[src/rtl/full_adder_serial_if.sv]
// Operand/result bundle for the bit-serial adder.
// The master side issues requests; the slave side is the adder itself.
interface full_adder_serial_if #(
  parameter int WIDTH = 8
);
  logic             start;
  logic [WIDTH-1:0] a;
  logic [WIDTH-1:0] b;
  logic             c;
  logic             busy;
  logic             done;
  logic [WIDTH-1:0] sum;
  logic             carry;

  modport master (
    output start, a, b, c,
    input  busy, done, sum, carry
  );

  modport slave (
    input  start, a, b, c,
    output busy, done, sum, carry
  );
endinterface

[src/rtl/full_adder_serial.sv]
// Bit-serial WIDTH-bit adder: one full-adder cell, registered carry, LSB first.
// Results are published only on the final RUN edge, so partial sums never appear.
module full_adder_serial #(
  parameter int WIDTH = 8
) (
  input  logic                clk,
  input  logic                rst,
  full_adder_serial_if.slave  bus
);
  localparam int CW = (WIDTH > 2) ? $clog2(WIDTH) : 1;

  typedef enum logic [1:0] {
    IDLE = 2'd0,
    RUN  = 2'd1,
    DONE = 2'd2
  } state_t;

  state_t           state_q, state_d;
  logic [WIDTH-1:0] a_q, a_d;
  logic [WIDTH-1:0] b_q, b_d;
  logic [WIDTH-1:0] res_q, res_d;
  logic             cy_q, cy_d;
  logic [CW-1:0]    cnt_q, cnt_d;
  logic [WIDTH-1:0] sum_q, sum_d;
  logic             carry_q, carry_d;
  logic             busy_q, busy_d;
  logic             done_q, done_d;

  logic             s_bit;
  logic             cy_next;
  logic [WIDTH-1:0] res_shift;

  // The single full-adder slice operating on the current LSBs.
  assign s_bit     = a_q[0] ^ b_q[0] ^ cy_q;
  assign cy_next   = (a_q[0] & b_q[0]) | (a_q[0] & cy_q) | (b_q[0] & cy_q);
  assign res_shift = {s_bit, res_q[WIDTH-1:1]};

  always_comb begin
    state_d = state_q;
    a_d     = a_q;
    b_d     = b_q;
    res_d   = res_q;
    cy_d    = cy_q;
    cnt_d   = cnt_q;
    sum_d   = sum_q;
    carry_d = carry_q;

    case (state_q)
      IDLE, DONE: begin
        if (bus.start) begin
          a_d     = bus.a;
          b_d     = bus.b;
          cy_d    = bus.c;
          cnt_d   = '0;
          state_d = RUN;
        end else begin
          state_d = IDLE;
        end
      end
      RUN: begin
        res_d = res_shift;
        a_d   = {1'b0, a_q[WIDTH-1:1]};
        b_d   = {1'b0, b_q[WIDTH-1:1]};
        cy_d  = cy_next;
        cnt_d = cnt_q + CW'(1);
        if (cnt_q == CW'(WIDTH - 1)) begin
          state_d = DONE;
          sum_d   = res_shift;
          carry_d = cy_next;
        end
      end
      default: state_d = IDLE;
    endcase

    busy_d = (state_d == RUN);
    done_d = (state_d == DONE);
  end

  always_ff @(posedge clk) begin
    if (rst) begin
      state_q <= IDLE;
      a_q     <= '0;
      b_q     <= '0;
      res_q   <= '0;
      cy_q    <= 1'b0;
      cnt_q   <= '0;
      sum_q   <= '0;
      carry_q <= 1'b0;
      busy_q  <= 1'b0;
      done_q  <= 1'b0;
    end else begin
      state_q <= state_d;
      a_q     <= a_d;
      b_q     <= b_d;
      res_q   <= res_d;
      cy_q    <= cy_d;
      cnt_q   <= cnt_d;
      sum_q   <= sum_d;
      carry_q <= carry_d;
      busy_q  <= busy_d;
      done_q  <= done_d;
    end
  end

  assign bus.busy  = busy_q;
  assign bus.done  = done_q;
  assign bus.sum   = sum_q;
  assign bus.carry = carry_q;
endmodule
[src/flat_wrapper.sv]
// flat-port wrapper written by rule: the top's interface ports become plain ports
module full_adder_serial_flat 
#(
  parameter int WIDTH = 8
)
  (clk, rst, bus_start, bus_a, bus_b, bus_c, bus_busy, bus_done, bus_sum, bus_carry);
  full_adder_serial_if #(.WIDTH(WIDTH)) bus_i ();
  input  logic clk;
  input  logic rst;
  input wire logic [$bits(bus_i.start)-1:0] bus_start;
  input wire logic [$bits(bus_i.a)-1:0] bus_a;
  input wire logic [$bits(bus_i.b)-1:0] bus_b;
  input wire logic [$bits(bus_i.c)-1:0] bus_c;
  output wire logic [$bits(bus_i.busy)-1:0] bus_busy;
  output wire logic [$bits(bus_i.done)-1:0] bus_done;
  output wire logic [$bits(bus_i.sum)-1:0] bus_sum;
  output wire logic [$bits(bus_i.carry)-1:0] bus_carry;
  assign bus_i.start = bus_start;
  assign bus_i.a = bus_a;
  assign bus_i.b = bus_b;
  assign bus_i.c = bus_c;
  assign bus_busy = bus_i.busy;
  assign bus_done = bus_i.done;
  assign bus_sum = bus_i.sum;
  assign bus_carry = bus_i.carry;
  full_adder_serial #(.WIDTH(WIDTH)) u_core (.clk(clk), .rst(rst), .bus(bus_i));
endmodule
[config.mk]
export PLATFORM = sky130hd
export DESIGN_NAME = full_adder_serial_flat
export DESIGN_NICKNAME = d
export VERILOG_FILES = /design/src/rtl/full_adder_serial_if.sv /design/src/rtl/full_adder_serial.sv /design/src/flat_wrapper.sv
export SDC_FILE = /design/constraint.sdc
export NUM_CORES = 1
export LEC_CHECK = 0
export BUFFER_PORTS_ARGS = -buffer_cell sky130_fd_sc_hd__buf_2
export CELL_PAD_IN_SITES_DETAIL_PLACEMENT = 1
export CELL_PAD_IN_SITES_GLOBAL_PLACEMENT = 2
export CORE_UTILIZATION = 34
export CTS_BUF_LIST = sky130_fd_sc_hd__clkbuf_8 sky130_fd_sc_hd__clkbuf_16
export DETAILED_ROUTE_END_ITERATION = 7
export GPL_ROUTABILITY_DRIVEN = 0
export PLACE_DENSITY = 0.9
export SYNTH_ARGS = -nofsm -noshare
export SYNTH_HDL_FRONTEND = slang
export SYNTH_SLANG_ARGS = --single-unit
export TNS_END_PERCENT = 30
[constraint.sdc]
create_clock -name clk -period 3.4 [get_ports clk]
set_clock_uncertainty 0.15 [all_clocks]
set_input_delay 0.68 -clock clk [delete_from_list [all_inputs] [get_ports clk]]
set_output_delay 0.68 -clock clk [all_outputs]
set_load 0.02 [all_outputs]
==> results of run 1 <==
[placed cells by master, fill, tap and decap left out]
cell type and instances:
a311oi_1 15, ha_1 2, nand2b_1 2, dfxtp_1 40
or2b_2 1, and2b_2 1, nand2_1 57, o21a_1 1
nand3b_1 1, clkbuf_8 7, nor2_1 19, a21oi_1 21
buf_4 1, nor2b_2 1, buf_2 30, fa_1 1
nand3_1 14
[per-layer routing]
layer	vias up	track usage	share of wire
met5	-	0	0
met3	6	0.0470	0.031
li1	691	-	-
met1	641	0.167	0.47
met4	0	0.0667	0.019
met2	16	0.264	0.48
[layout make-up]
| type | count | area, µm² |
|---|---|---|
| fill | 563 | 2660 |
| sequential | 40 | 801 |
| multi-input combinational | 136 | 691 |
| clock buffer | 7 | 96.3 |
| tap | 52 | 65.1 |
| timing repair buffer | 31 | 158 |
[through the flow]
| stage | setup slack, ps | total power (W) | utilization | cells |
|---|---|---|---|---|
| finish | 1450 | 0.000938 | 0.405 | 266 |
| global route | 1300 | 0.000983 | 0.405 | 266 |
| CTS | 1450 | 0.000953 | 0.405 | 266 |
| detailed placement | 1390 | 0.000614 | 0.383 | 259 |
| global placement | 1460 | 0.000611 | 0.383 | 259 |
| floorplan | 1860 | 0.000598 | - | 193 |
[power by group through the flow]
stage          clock network [W]  registers [W]  logic [W]
6_report                0.000337       0.000506  0.0000954
5_1_grt                 0.000365       0.000510   0.000108
4_1_cts                 0.000350       0.000506  0.0000974
3_5_place_dp                   0       0.000517  0.0000971
3_3_place_gp                   0       0.000516  0.0000948
2_1_floorplan                  0       0.000515  0.0000829
[registers in the layout, indices dropped and copies added (netlist names)]
register,cells
u_core.cy_q,1
u_core.res_q,7
u_core.bus.busy,1
u_core.state_q,2
u_core.bus.carry,1
u_core.bus.done,1
u_core.b_q,8
u_core.bus.sum,8
u_core.cnt_q,3
u_core.a_q,8
[worst register-to-register path: cells and delay by family, from the launching register on]
kind | cells | cell delay [ps]
AOI/OAI and AO/OA | 1 | 250
buffers and inverters | 1 | 390
DFF | 1 | 340
and+or+nand+nor | 2 | 720
[path summary, 6_finish.rpt]
path	start	to	slack, ps	cells after the start
setup reg to reg	u_core.state_q[1]	u_core.a_q[6]	1450	4
hold reg to reg	u_core.bus.sum[6]	u_core.bus.sum[6]	300	2
hold / removal	u_core.bus.sum[6]	u_core.bus.sum[6]	300	2
setup / recovery	u_core.state_q[1]	u_core.a_q[6]	1450	4
[cell families after synthesis]
kind of cell	count (synthesis)
AND/OR/NAND/NOR	96
flip-flops	40
AO/OA/AOI/OAI	37
buffers and inverters	17
adder cells (fa/ha/maj)	3
==> results.toml, run 1 <==
[status]
status = "complete, no violations"

[flow_run]
max_cap_violations = 0

[min_path]
hp-class = "flip-flop to flip-flop"

[logic_synthesis]
synth.area.mux_share = 0
synth_seq_cells = 40
synth_sequential_area_ratio = 0.494
yosysMostFrequentCell = "nand2_1"
synthesis.nets = 216
yosysTopAreaCell = "dfxtp_1"
synth-compound-area-share = 0.150
synth_top_area_frac = 0.494
synthXorXnorAreaFrac = 0
synth_cell_types = 19
synth_edf_count = 0
post_synth_most_frequent_cells = "nand2_1, dfxtp_1, a21oi_1"
synth_adder_area_share = 0.0278
avgSynthCellArea_um2 = 8.40
netlist_area_um2 = 1620
yosys.area_share.simple = 0.248
ys_warn_count = 0
synth_area_leaders = "dfxtp_1, nand2_1, a311oi_1, a21oi_1, nor2_1"
synth_top_family_by_area = "simple AND/OR/NAND/NOR gates"
synthFlopType = "dfxtp_1"
synthArstFlopShare = 0
syn_inst = 193

[routing]
viasPerCell = 5.09
vias = 1354
wl_per_cell_um = 12.9
drtPass1Iterations = 2
final_antenna_net_count = 0
wl_um = 3430
drc = 0
drtIter0Drc = 63

[critical_path]
crit_fanout = 23
cp_cell_sequence = "nand2b_1 > buf_4 > nor2_1 > a311oi_1"
endpoint_kind = "flip-flop"
arrival_ps = 1990
worst-setup-path-type = "flip-flop to flip-flop"
slowest_stage = "nand2b_1"
crit_buf_inv = 1
slowest_delay_ps = 640
required_ps = 3440
crit_family = "simple AND/OR/NAND/NOR gates"
start_kind = "flip-flop"

[grt]
grt_max_degree = 41
grt_overflow = 0
grt_pass1_wl_um = 5880
grt_util_all_layers = 0.150
grt_antenna_before_repair = 0
grt_pass1_vias = 1372

[sta]
period_needed_ps = 1950
tightestPinTransition_ps = 816
finalHoldViolations = 0
rsz0062_at_grt = "no"
finalSetupViolCount = 0
whs_ps = 304
period_share = 0.573
tns_ps = 0
max_freq_mhz = 513
relSlewSlack = 0.456
drv_slew = 0

[clock_network]
clock_sinks = 40
cts_setup_buffers = 0
cts_root_buf = "clkbuf_8"
tritoncts = "yes"
clk_pin_slew_ps = 70
postCtsHoldBufs = 0
cts_inserted_buffers = 5
cts_resized = 0
cts_buffer_depth = 2
htree_levels = 2
clk_latency_ps = 290

[finish]
area_delta_synth_final_pct = 11.7
design_area_um2 = 1810
final_nets = 237
drive_gt1_frac = 0.192
diodes = 0

[pwr]
ir_drop_mv = 0.142
internal_power_w = 0.000708
comb_power_share = 0.102
p_switching_w = 0.000230
switching_share = 0.245
seqPwrFrac = 0.539
p_leak_nw = 0.723
power.density_nw_per_um2 = 518
power_frac_clock = 0.359

[floorplanning]
die_x_um = 71.1
ioPinCount = 31
design.core.area_um2 = 4470
start_util = 0.362
num_rows = 24
fp.dieH_um = 71.1
dieArea_um2 = 5050

[place]
dp_hpwl_um = 2230
placed_cell_area_um2 = 1710
portBuffers = 30
Power figures use the tool's default switching activity.
==> run 2: changes to the inputs <==
CORE_UTILIZATION = 28   (was 34)
PLACE_DENSITY = 0.81   (was 0.9)
clock period = 1.65 ns   (was 3.4 ns; I/O delays follow)
==> results.toml, run 2 (same netlist as run 1, synthesis figures left out) <==
[status]
status = "complete, no violations"

[critical_path]
slowest_stage = "dfxtp_1"
crit_family = "simple AND/OR/NAND/NOR gates"
startpoint = "u_core.state_q[0]"
r2r_slack_ps = 200
crit_fanout = 21
r2r_start = "u_core.state_q[0]"
cp.depth = 3
reg2reg_depth = 3
start_kind = "flip-flop"
cp-endpoint = "u_core.b_q[5]"
worst-setup-path-type = "flip-flop to flip-flop"
required_ps = 1700
slowest_delay_ps = 430
endpoint_kind = "flip-flop"
crit_buf_inv = 0
reg2reg_to = "u_core.b_q[5]"
cp_cell_sequence = "or2b_2 > nand2_1 > a311oi_1"
arrival_ps = 1500

[sta]
drv_slew = 0
tightestPinTransition_ps = 375
relSlewSlack = 0.750
max_freq_mhz = 688
finalHoldViolations = 0
period_needed_ps = 1450
finalSetupViolCount = 0
setup_slack_ps = 196
tns_ps = 0
rsz0062_at_grt = "no"
period_share = 0.881

[grt]
grt_pass1_wl_um = 6310
grt_overflow = 0
grt_max_degree = 36
grt_pass1_vias = 1375
grt_antenna_before_repair = 0
grt_util_all_layers = 0.130

[routing]
drc = 0
wl_um = 3520
final_antenna_net_count = 0
drtIter0Drc = 44
drtPass1Iterations = 4
vias = 1361
viasPerCell = 4.65
wl_per_cell_um = 12.0

[finish]
seqCellArea_um2 = 801
multi_input_comb_area_um2 = 691
final_nets = 243
final_cell_mix = "nand2_1, dfxtp_1, buf_2, a21oi_1, nor2_1"
fillCellCount = 684
post-route-util = 0.349
drive_gt1_frac = 0.217
diodes = 0
design_area_um2 = 1940
final_common_cell = "nand2_1"
area_delta_synth_final_pct = 19.4

[floorplanning]
design.core.area_um2 = 5540
dieArea_um2 = 6100
fp.dieH_um = 78.1
num_rows = 27
start_util = 0.293
ioPinCount = 31
die_x_um = 78.1

[clock_network]
clock_sinks = 40
clk_pin_slew_ps = 80
cts_buffer_depth = 2
cts_setup_buffers = 0
postCtsHoldBufs = 0
tritoncts = "yes"
clk_latency_ps = 290
cts_inserted_buffers = 5
cts_resized = 0
htree_levels = 2
cts_root_buf = "clkbuf_8"

[place]
dp_hpwl_um = 2370
dp_slack_ps = 147
portBuffers = 30
placed_cell_area_um2 = 1810

[pwr]
power.density_nw_per_um2 = 1100
power_w = 0.00213
ir_drop_mv = 0.299
p_leak_nw = 0.775

[flow_run]
max_cap_violations = 0

[min_path]
hp-class = "primary input to flip-flop"
-- run 2: cell count changes in the layout (fill, tap and decap cells not counted) --
| cell | before | now |
|---|---|---|
| buf_4 | 1 | 5 |
| bufinv_16 | 0 | 1 |
| buf_12 | 0 | 2 |
-- run 2: layout make-up --
type / instances / share of cell area
sequential: 40 / 0.414
multi-input combinational: 136 / 0.357
timing repair buffer: 37 / 0.118
clock buffer: 7 / 0.0498
tap: 72 / 0.0465
clock inverter: 1 / 0.0155
-- run 2: metal layers --
layer / track usage / wire, µm / up-vias
li1: - / - / 703
met1: 0.157 / 1650 / 633
met2: 0.219 / 1670 / 20
met3: 0.0326 / 124 / 5
met4: 0.0556 / 68 / 0
met5: 0 / 0 / -
-- run 2: worst min path at each step --
stage	endpoint	start	cells past startpoint
2_1_floorplan	u_core.res_q[1]	u_core.res_q[1]	2
3_3_place_gp	u_core.bus.sum[5]	u_core.bus.sum[5]	2
3_5_place_dp	u_core.bus.carry	u_core.bus.carry	2
4_1_cts	u_core.b_q[7]	bus_b[7]	3
5_1_grt	u_core.b_q[7]	bus_b[7]	3
6_report	u_core.b_q[7]	bus_b[7]	3
-- run 2: per-stage QoR --
stage               std cells  hold slack, ps
detailed placement        285             297
finish                    293             121
CTS                       293             114
global route              293             126
floorplan                 193             287
global placement          285             294
-- run 2: worst min-delay path, delay by kind of cell --
kind | cells | cell delay (ps)
buf+inv | 1 | 100
simple gates | 1 | 50
compound gates | 1 | 50
-- run 2: report_power, final --
part | switching (W) | internal, W | leakage (nW)
combinational | 0.000125 | 0.0000863 | 0.384
clock | 0.000337 | 0.000534 | 0.0645
sequential | 0.0000305 | 0.00101 | 0.327
